### src/rtl/countdown_timer.sv
`timescale 1ns/1ps
// HH:MM:SS down-counter: loads a clamped preset, counts down on the shared 1 Hz
// tick while running, and latches in EXPIRED once it reaches 00:00:00.
module countdown_timer #(
  parameter int MAX_HOUR = 23
) (
  input  logic       clk,
  input  logic       reset,
  input  logic       TickSec,
  input  logic       Load,
  input  logic [4:0] LoadHour,
  input  logic [5:0] LoadMin,
  input  logic [5:0] LoadSec,
  input  logic       Start,
  input  logic       Stop,
  output logic [4:0] OutHour,
  output logic [5:0] OutMin,
  output logic [5:0] OutSec,
  output logic       Running,
  output logic       Expired,
  output logic       Done,
  output logic       BorrowHour
);

  localparam logic [1:0] IDLE    = 2'd0;
  localparam logic [1:0] RUN     = 2'd1;
  localparam logic [1:0] PAUSE   = 2'd2;
  localparam logic [1:0] EXPIRED = 2'd3;

  localparam logic [4:0] MAX_HOUR_V = 5'(MAX_HOUR);
  localparam logic [5:0] MAX_MS     = 6'd59;

  logic [1:0] stateReg, stateNext;
  logic [4:0] hourReg, hourNext;
  logic [5:0] minReg, minNext;
  logic [5:0] secReg, secNext;
  logic       doneReg, doneNext;
  logic       borrowReg, borrowNext;

  logic [4:0] loadHourClamped;
  logic [5:0] loadMinClamped, loadSecClamped;
  logic [4:0] decHour;
  logic [5:0] decMin, decSec;
  logic       decBorrow, decZero, countZero;

  assign loadHourClamped = (LoadHour > MAX_HOUR_V) ? MAX_HOUR_V : LoadHour;
  assign loadMinClamped  = (LoadMin > MAX_MS) ? MAX_MS : LoadMin;
  assign loadSecClamped  = (LoadSec > MAX_MS) ? MAX_MS : LoadSec;

  // One-second borrow chain; only meaningful when the count is nonzero.
  always_comb begin
    decHour   = hourReg;
    decMin    = minReg;
    decSec    = secReg;
    decBorrow = 1'b0;
    if (secReg != 6'd0) begin
      decSec = secReg - 6'd1;
    end else if (minReg != 6'd0) begin
      decSec = MAX_MS;
      decMin = minReg - 6'd1;
    end else begin
      decSec    = MAX_MS;
      decMin    = MAX_MS;
      decHour   = hourReg - 5'd1;
      decBorrow = 1'b1;
    end
  end

  assign decZero   = (decHour == 5'd0) && (decMin == 6'd0) && (decSec == 6'd0);
  assign countZero = (hourReg == 5'd0) && (minReg == 6'd0) && (secReg == 6'd0);

  always_comb begin
    stateNext  = stateReg;
    hourNext   = hourReg;
    minNext    = minReg;
    secNext    = secReg;
    doneNext   = 1'b0;
    borrowNext = 1'b0;
    if (Load) begin
      stateNext = IDLE;
      hourNext  = loadHourClamped;
      minNext   = loadMinClamped;
      secNext   = loadSecClamped;
    end else begin
      case (stateReg)
        IDLE: begin
          if (!Stop && Start && !countZero) stateNext = RUN;
        end
        RUN: begin
          if (Stop) begin
            stateNext = PAUSE;
          end else if (TickSec) begin
            hourNext   = decHour;
            minNext    = decMin;
            secNext    = decSec;
            borrowNext = decBorrow;
            if (decZero) begin
              stateNext = EXPIRED;
              doneNext  = 1'b1;
            end
          end
        end
        PAUSE: begin
          if (!Stop && Start) stateNext = RUN;
        end
        default: begin
          stateNext = EXPIRED;
        end
      endcase
    end
  end

  always_ff @(posedge clk or posedge reset) begin
    if (reset) begin
      stateReg  <= IDLE;
      hourReg   <= 5'd0;
      minReg    <= 6'd0;
      secReg    <= 6'd0;
      doneReg   <= 1'b0;
      borrowReg <= 1'b0;
    end else begin
      stateReg  <= stateNext;
      hourReg   <= hourNext;
      minReg    <= minNext;
      secReg    <= secNext;
      doneReg   <= doneNext;
      borrowReg <= borrowNext;
    end
  end

  assign OutHour    = hourReg;
  assign OutMin     = minReg;
  assign OutSec     = secReg;
  assign Running    = (stateReg == RUN);
  assign Expired    = (stateReg == EXPIRED);
  assign Done       = doneReg;
  assign BorrowHour = borrowReg;

endmodule

### config.mk
export PLATFORM = sky130hd
export DESIGN_NAME = countdown_timer
export DESIGN_NICKNAME = d
export VERILOG_FILES = /design/src/rtl/countdown_timer.sv
export SDC_FILE = /design/constraint.sdc
export NUM_CORES = 1
export LEC_CHECK = 0
export BUFFER_PORTS_ARGS = -buffer_cell sky130_fd_sc_hd__buf_2
export CAP_MARGIN = 20
export CORE_UTILIZATION = 30
export CTS_CLUSTER_DIAMETER = 120
export DETAILED_ROUTE_END_ITERATION = 10
export GPL_TIMING_DRIVEN = 0
export SYNTH_ARGS = -nofsm -noshare
export SYNTH_HDL_FRONTEND = slang
export SYNTH_SLANG_ARGS = --single-unit
### constraint.sdc
create_clock -name clk -period 2.76 [get_ports clk]
set_input_delay 0.69 -clock clk [delete_from_list [all_inputs] [get_ports clk]]
set_output_delay 0.69 -clock clk [all_outputs]
set_load 0.05 [all_outputs]
==> results.yml <==
status:
  outcome: "finished, final reports clean"
critical_path:
  r2r_cells: 8
  startpoint: "OutMin[0]"
  critPathMaxStageDelay_ns: 0.52
  crit_path_cell_trace: "inv_1 -> ha_1 -> or4b_4 -> or2_4 -> nor3_2 -> nor4_1 -> nor4_2 -> and2_1"
  critical_setup_path_kind: "flip-flop to flip-flop"
  crit_path_start_kind: "flip-flop"
  reg_to_reg_start: "OutMin[0]"
  timing.critical_path.fanout_max: 7
  critPathRequiredTime_ns: 2.97
  worst-endpoint-arrival_ns: 2.57
  critPathSlowestCell: "sky130_fd_sc_hd__or4b_4"
  worstSetupEndpointType: "flip-flop"
synth:
  warning_count_from_the_yosys_run: 0
  synth-adder-area-share: 0.03413
  yosysSeqAreaShare: 0.3584
  synth_simple_gate_area_share: 0.3072
  postSynthRegisterBits: 21
  synth_compound_gate_area_share: 0.1783
  synth_top_cells_by_area: "sky130_fd_sc_hd__dfrtp_1 36%, sky130_fd_sc_hd__o22a_1 4.8%, sky130_fd_sc_hd__o21ai_0 4.4%, sky130_fd_sc_hd__xnor2_1 4.2%, sky130_fd_sc_hd__nor3_1 4.1%"
  synth_top_family_by_area: "simple AND/OR/NAND/NOR gates"
  postSynthCellCount: 172
  post-synth-top-area-fraction: 0.3584
  synth_enable_flop_cells: 0
  share_of_synthesized_registers_carrying_an_async_set_or_reset: 1.000
  yosys.area.top_type: "sky130_fd_sc_hd__dfrtp_1"
  synth.area.mux_share: 0.006826
  synth_cell_types: 47
  synth_area_per_cell_sq_um: 8.526
  syn_area_sq_um: 1466
  mappedNetlistNets: 199
  xor_and_xnor_area_share_after_synthesis: 0.05973
  ys.flop_type: "sky130_fd_sc_hd__dfrtp_1"
power_and_ir_drop:
  leakagePower_nw: 0.8038
  max-vdd-ir-drop_uv: 165.0
  powerDensity_nw_per_um2: 463.4
sta:
  max_slew_margin: 0.4432
  max_freq_mhz: 422.2
  layout_min_cycle_time_ns: 2.369
  report.final.slew_viol_count: 0
  report.final.setup_viol: 0
  min_period_over_period: 0.8583
  hold_viol: 0
  worst_pin_slew_ns: 0.8342
  grt_setup_unrepaired: "no"
  fin_worst_hold_slack_ns: 0.5834
  setup_total_negative_slack_ns: 0
  worst_clock_skew_ns: 0.003075
layout:
  num_antenna_cells: 0
  area_growth_syn_to_layout_pct: 23.63
  drive_gt1_frac: 0.2752
  final-instance-count-excl-fill: 285
  finish.net_count: 246
placement:
  dpl.hpwl_microns: 2944
  gp_congestion: 0.8308
  io_buffer_count: 42
  place.detailed.instances: 281
route:
  detail_route.wl_per_cell_microns: 13.72
  drt_iter0_markers: 78
  postRouteWirelength_microns: 3909
  post-route-drc-count: 0
  num_vias: 1417
  total_iterations_of_the_first_detailed_routing_run: 4
  vias_per_cell: 4.972
  final_antenna_net_count: 0
die:
  die_height_microns: 71.92
  die-width_microns: 71.92
  initial_utilization: 0.3105
  dieArea_sq_um: 5172
  floorplan.io_pins: 44
  placeable_core_area_sq_um: 4723
  std_cell_rows: 25
clock_network:
  clock_h_tree_levels: 1
  total_cts_buffers: 3
  clock-root-buffer: "sky130_fd_sc_hd__clkbuf_8"
  clock_latency_ns: 0.27
  post-cts-setup-buffer-count: 0
  cts_buffer_depth: 2
  cts_tree: "yes"
  worst_setup_hold_path_clk_slew_ns: 0.08
  clock_sink_count: 21
global_route:
  grt_antenna_before_repair: 0
  grt_first_pass_wirelength_microns: 6223
  gr-usage-all-layers: 0.1548
  number_of_global_route_vias_before_repair: 1269
  gr-total-overflow: 0
  maximum_number_of_pins_on_one_net_before_global_route_repair: 22
flow_run:
  maxCapViolCount: 0
worst_hold_path:
  hp-class: "input pin to asynchronous set/reset pin"
cells by family (layout without fill, tap and decap cells):
| family | after synthesis | count (layout) |
|---|---|---|
| compound gates | 42 | 42 |
| xor+xnor | 10 | 10 |
| mux | 1 | 1 |
| fa+ha+maj | 4 | 4 |
| flops | 21 | 21 |
| simple gates | 75 | 75 |
| buf+inv | 19 | 65 |
Yosys cell counts (2+ instances only):
| cell type | instances |
|---|---|
| sky130_fd_sc_hd__dfrtp_1 | 21 |
| sky130_fd_sc_hd__nand2_1 | 16 |
| sky130_fd_sc_hd__o21ai_0 | 13 |
| sky130_fd_sc_hd__nor2_1 | 12 |
| sky130_fd_sc_hd__nor3_1 | 12 |
| sky130_fd_sc_hd__a21oi_1 | 11 |
| sky130_fd_sc_hd__inv_1 | 10 |
| sky130_fd_sc_hd__o22a_1 | 8 |
| sky130_fd_sc_hd__xnor2_1 | 7 |
| sky130_fd_sc_hd__clkbuf_1 | 6 |
| sky130_fd_sc_hd__nand3_1 | 6 |
| sky130_fd_sc_hd__ha_1 | 4 |
| sky130_fd_sc_hd__nor3b_1 | 3 |
| sky130_fd_sc_hd__nor4_1 | 3 |
| sky130_fd_sc_hd__xor2_1 | 3 |
| sky130_fd_sc_hd__a21boi_0 | 2 |
| sky130_fd_sc_hd__and2_1 | 2 |
| sky130_fd_sc_hd__nand3b_1 | 2 |
| sky130_fd_sc_hd__nand4_1 | 2 |
| sky130_fd_sc_hd__o22ai_1 | 2 |
worst max-delay path: cells and delay by family, from the launching register on:
kind / cells / cell delay (ns)
and+or+nand+nor: 6 / 1.55
DFF: 1 / 0.45
adders and majority gates: 1 / 0.20
buffers and inverters: 1 / 0.11
layout make-up:
type	instances	area, sq um
Buffer	9	43.79
Clock inverter	1	5.005
Sequential cell	21	525.5
Fill cell	498	2910
Tap cell	67	83.83
Clock buffer	3	41.29
Inverter	10	37.54
Multi-Input combinational cell	132	865.8
Timing Repair Buffer	42	210.2
routing by layer:
metal | vias up | GRT usage | wire [microns]
li1 | 720 | - | -
met1 | 642 | 0.2197 | 1871
met2 | 51 | 0.2432 | 1750
met3 | 4 | 0.02500 | 255
met4 | 0 | 0.04575 | 31
met5 | - | 0 | 0
power by group:
part	switching [mW]	internal, mW
clock	0.110	0.101
sequential	0.0375	0.331
combinational	0.177	0.0838
flip-flops by register name (all words and copies together) (netlist names):
signal	count
OutHour	5
Done	1
BorrowHour	1
OutMin	6
stateReg	2
OutSec	6
cells in the final DEF, fill, tap and decap left out, types with 2 or more instances in the layout:
cell                       instances
sky130_fd_sc_hd__buf_2            43
sky130_fd_sc_hd__dfrtp_1          21
sky130_fd_sc_hd__nand2_1          16
sky130_fd_sc_hd__o21ai_0          13
sky130_fd_sc_hd__nor2_1           12
sky130_fd_sc_hd__nor3_1           12
sky130_fd_sc_hd__a21oi_1          11
sky130_fd_sc_hd__inv_1            10
sky130_fd_sc_hd__o22a_1            8
sky130_fd_sc_hd__xnor2_1           7
sky130_fd_sc_hd__clkbuf_1          6
sky130_fd_sc_hd__nand3_1           6
sky130_fd_sc_hd__ha_1              4
sky130_fd_sc_hd__nor3b_1           3
sky130_fd_sc_hd__xor2_1            3
sky130_fd_sc_hd__clkbuf_8          3
sky130_fd_sc_hd__nor4_2            2
sky130_fd_sc_hd__nand3b_1          2
sky130_fd_sc_hd__nor4_1            2
sky130_fd_sc_hd__o22ai_1           2
sky130_fd_sc_hd__a21boi_0          2
sky130_fd_sc_hd__nand4_1           2
sky130_fd_sc_hd__and2_1            2
metrics by stage:
step                cell area (sq um)    util  power (mW)  setup WS [ns]
global placement                 1760  0.3727      0.6331         0.1789
floorplan                        1466       -      0.5594         0.2999
detailed placement               1760  0.3727      0.6355         0.1512
CTS                              1807  0.3825      0.8492         0.1003
global route                     1813  0.3838      0.8862         0.2336
finish                           1813  0.3838      0.8402         0.3912
path summary, 6_finish.rpt:
check                         endpoint  slack [ns]
min                         OutHour[3]        0.58
max in group asynchronous    OutMin[2]        1.67
min in group clk           stateReg[0]        0.63
max reg2reg                       Done        0.39
max                               Done        0.39
min reg2reg                stateReg[0]        0.63
repair_timing:
item	4_1_cts	5_1_grt
setup endpoints to repair	0	1
hold buffers	0	0
gates resized for setup	0	1
(Power assumes the default switching activity.)
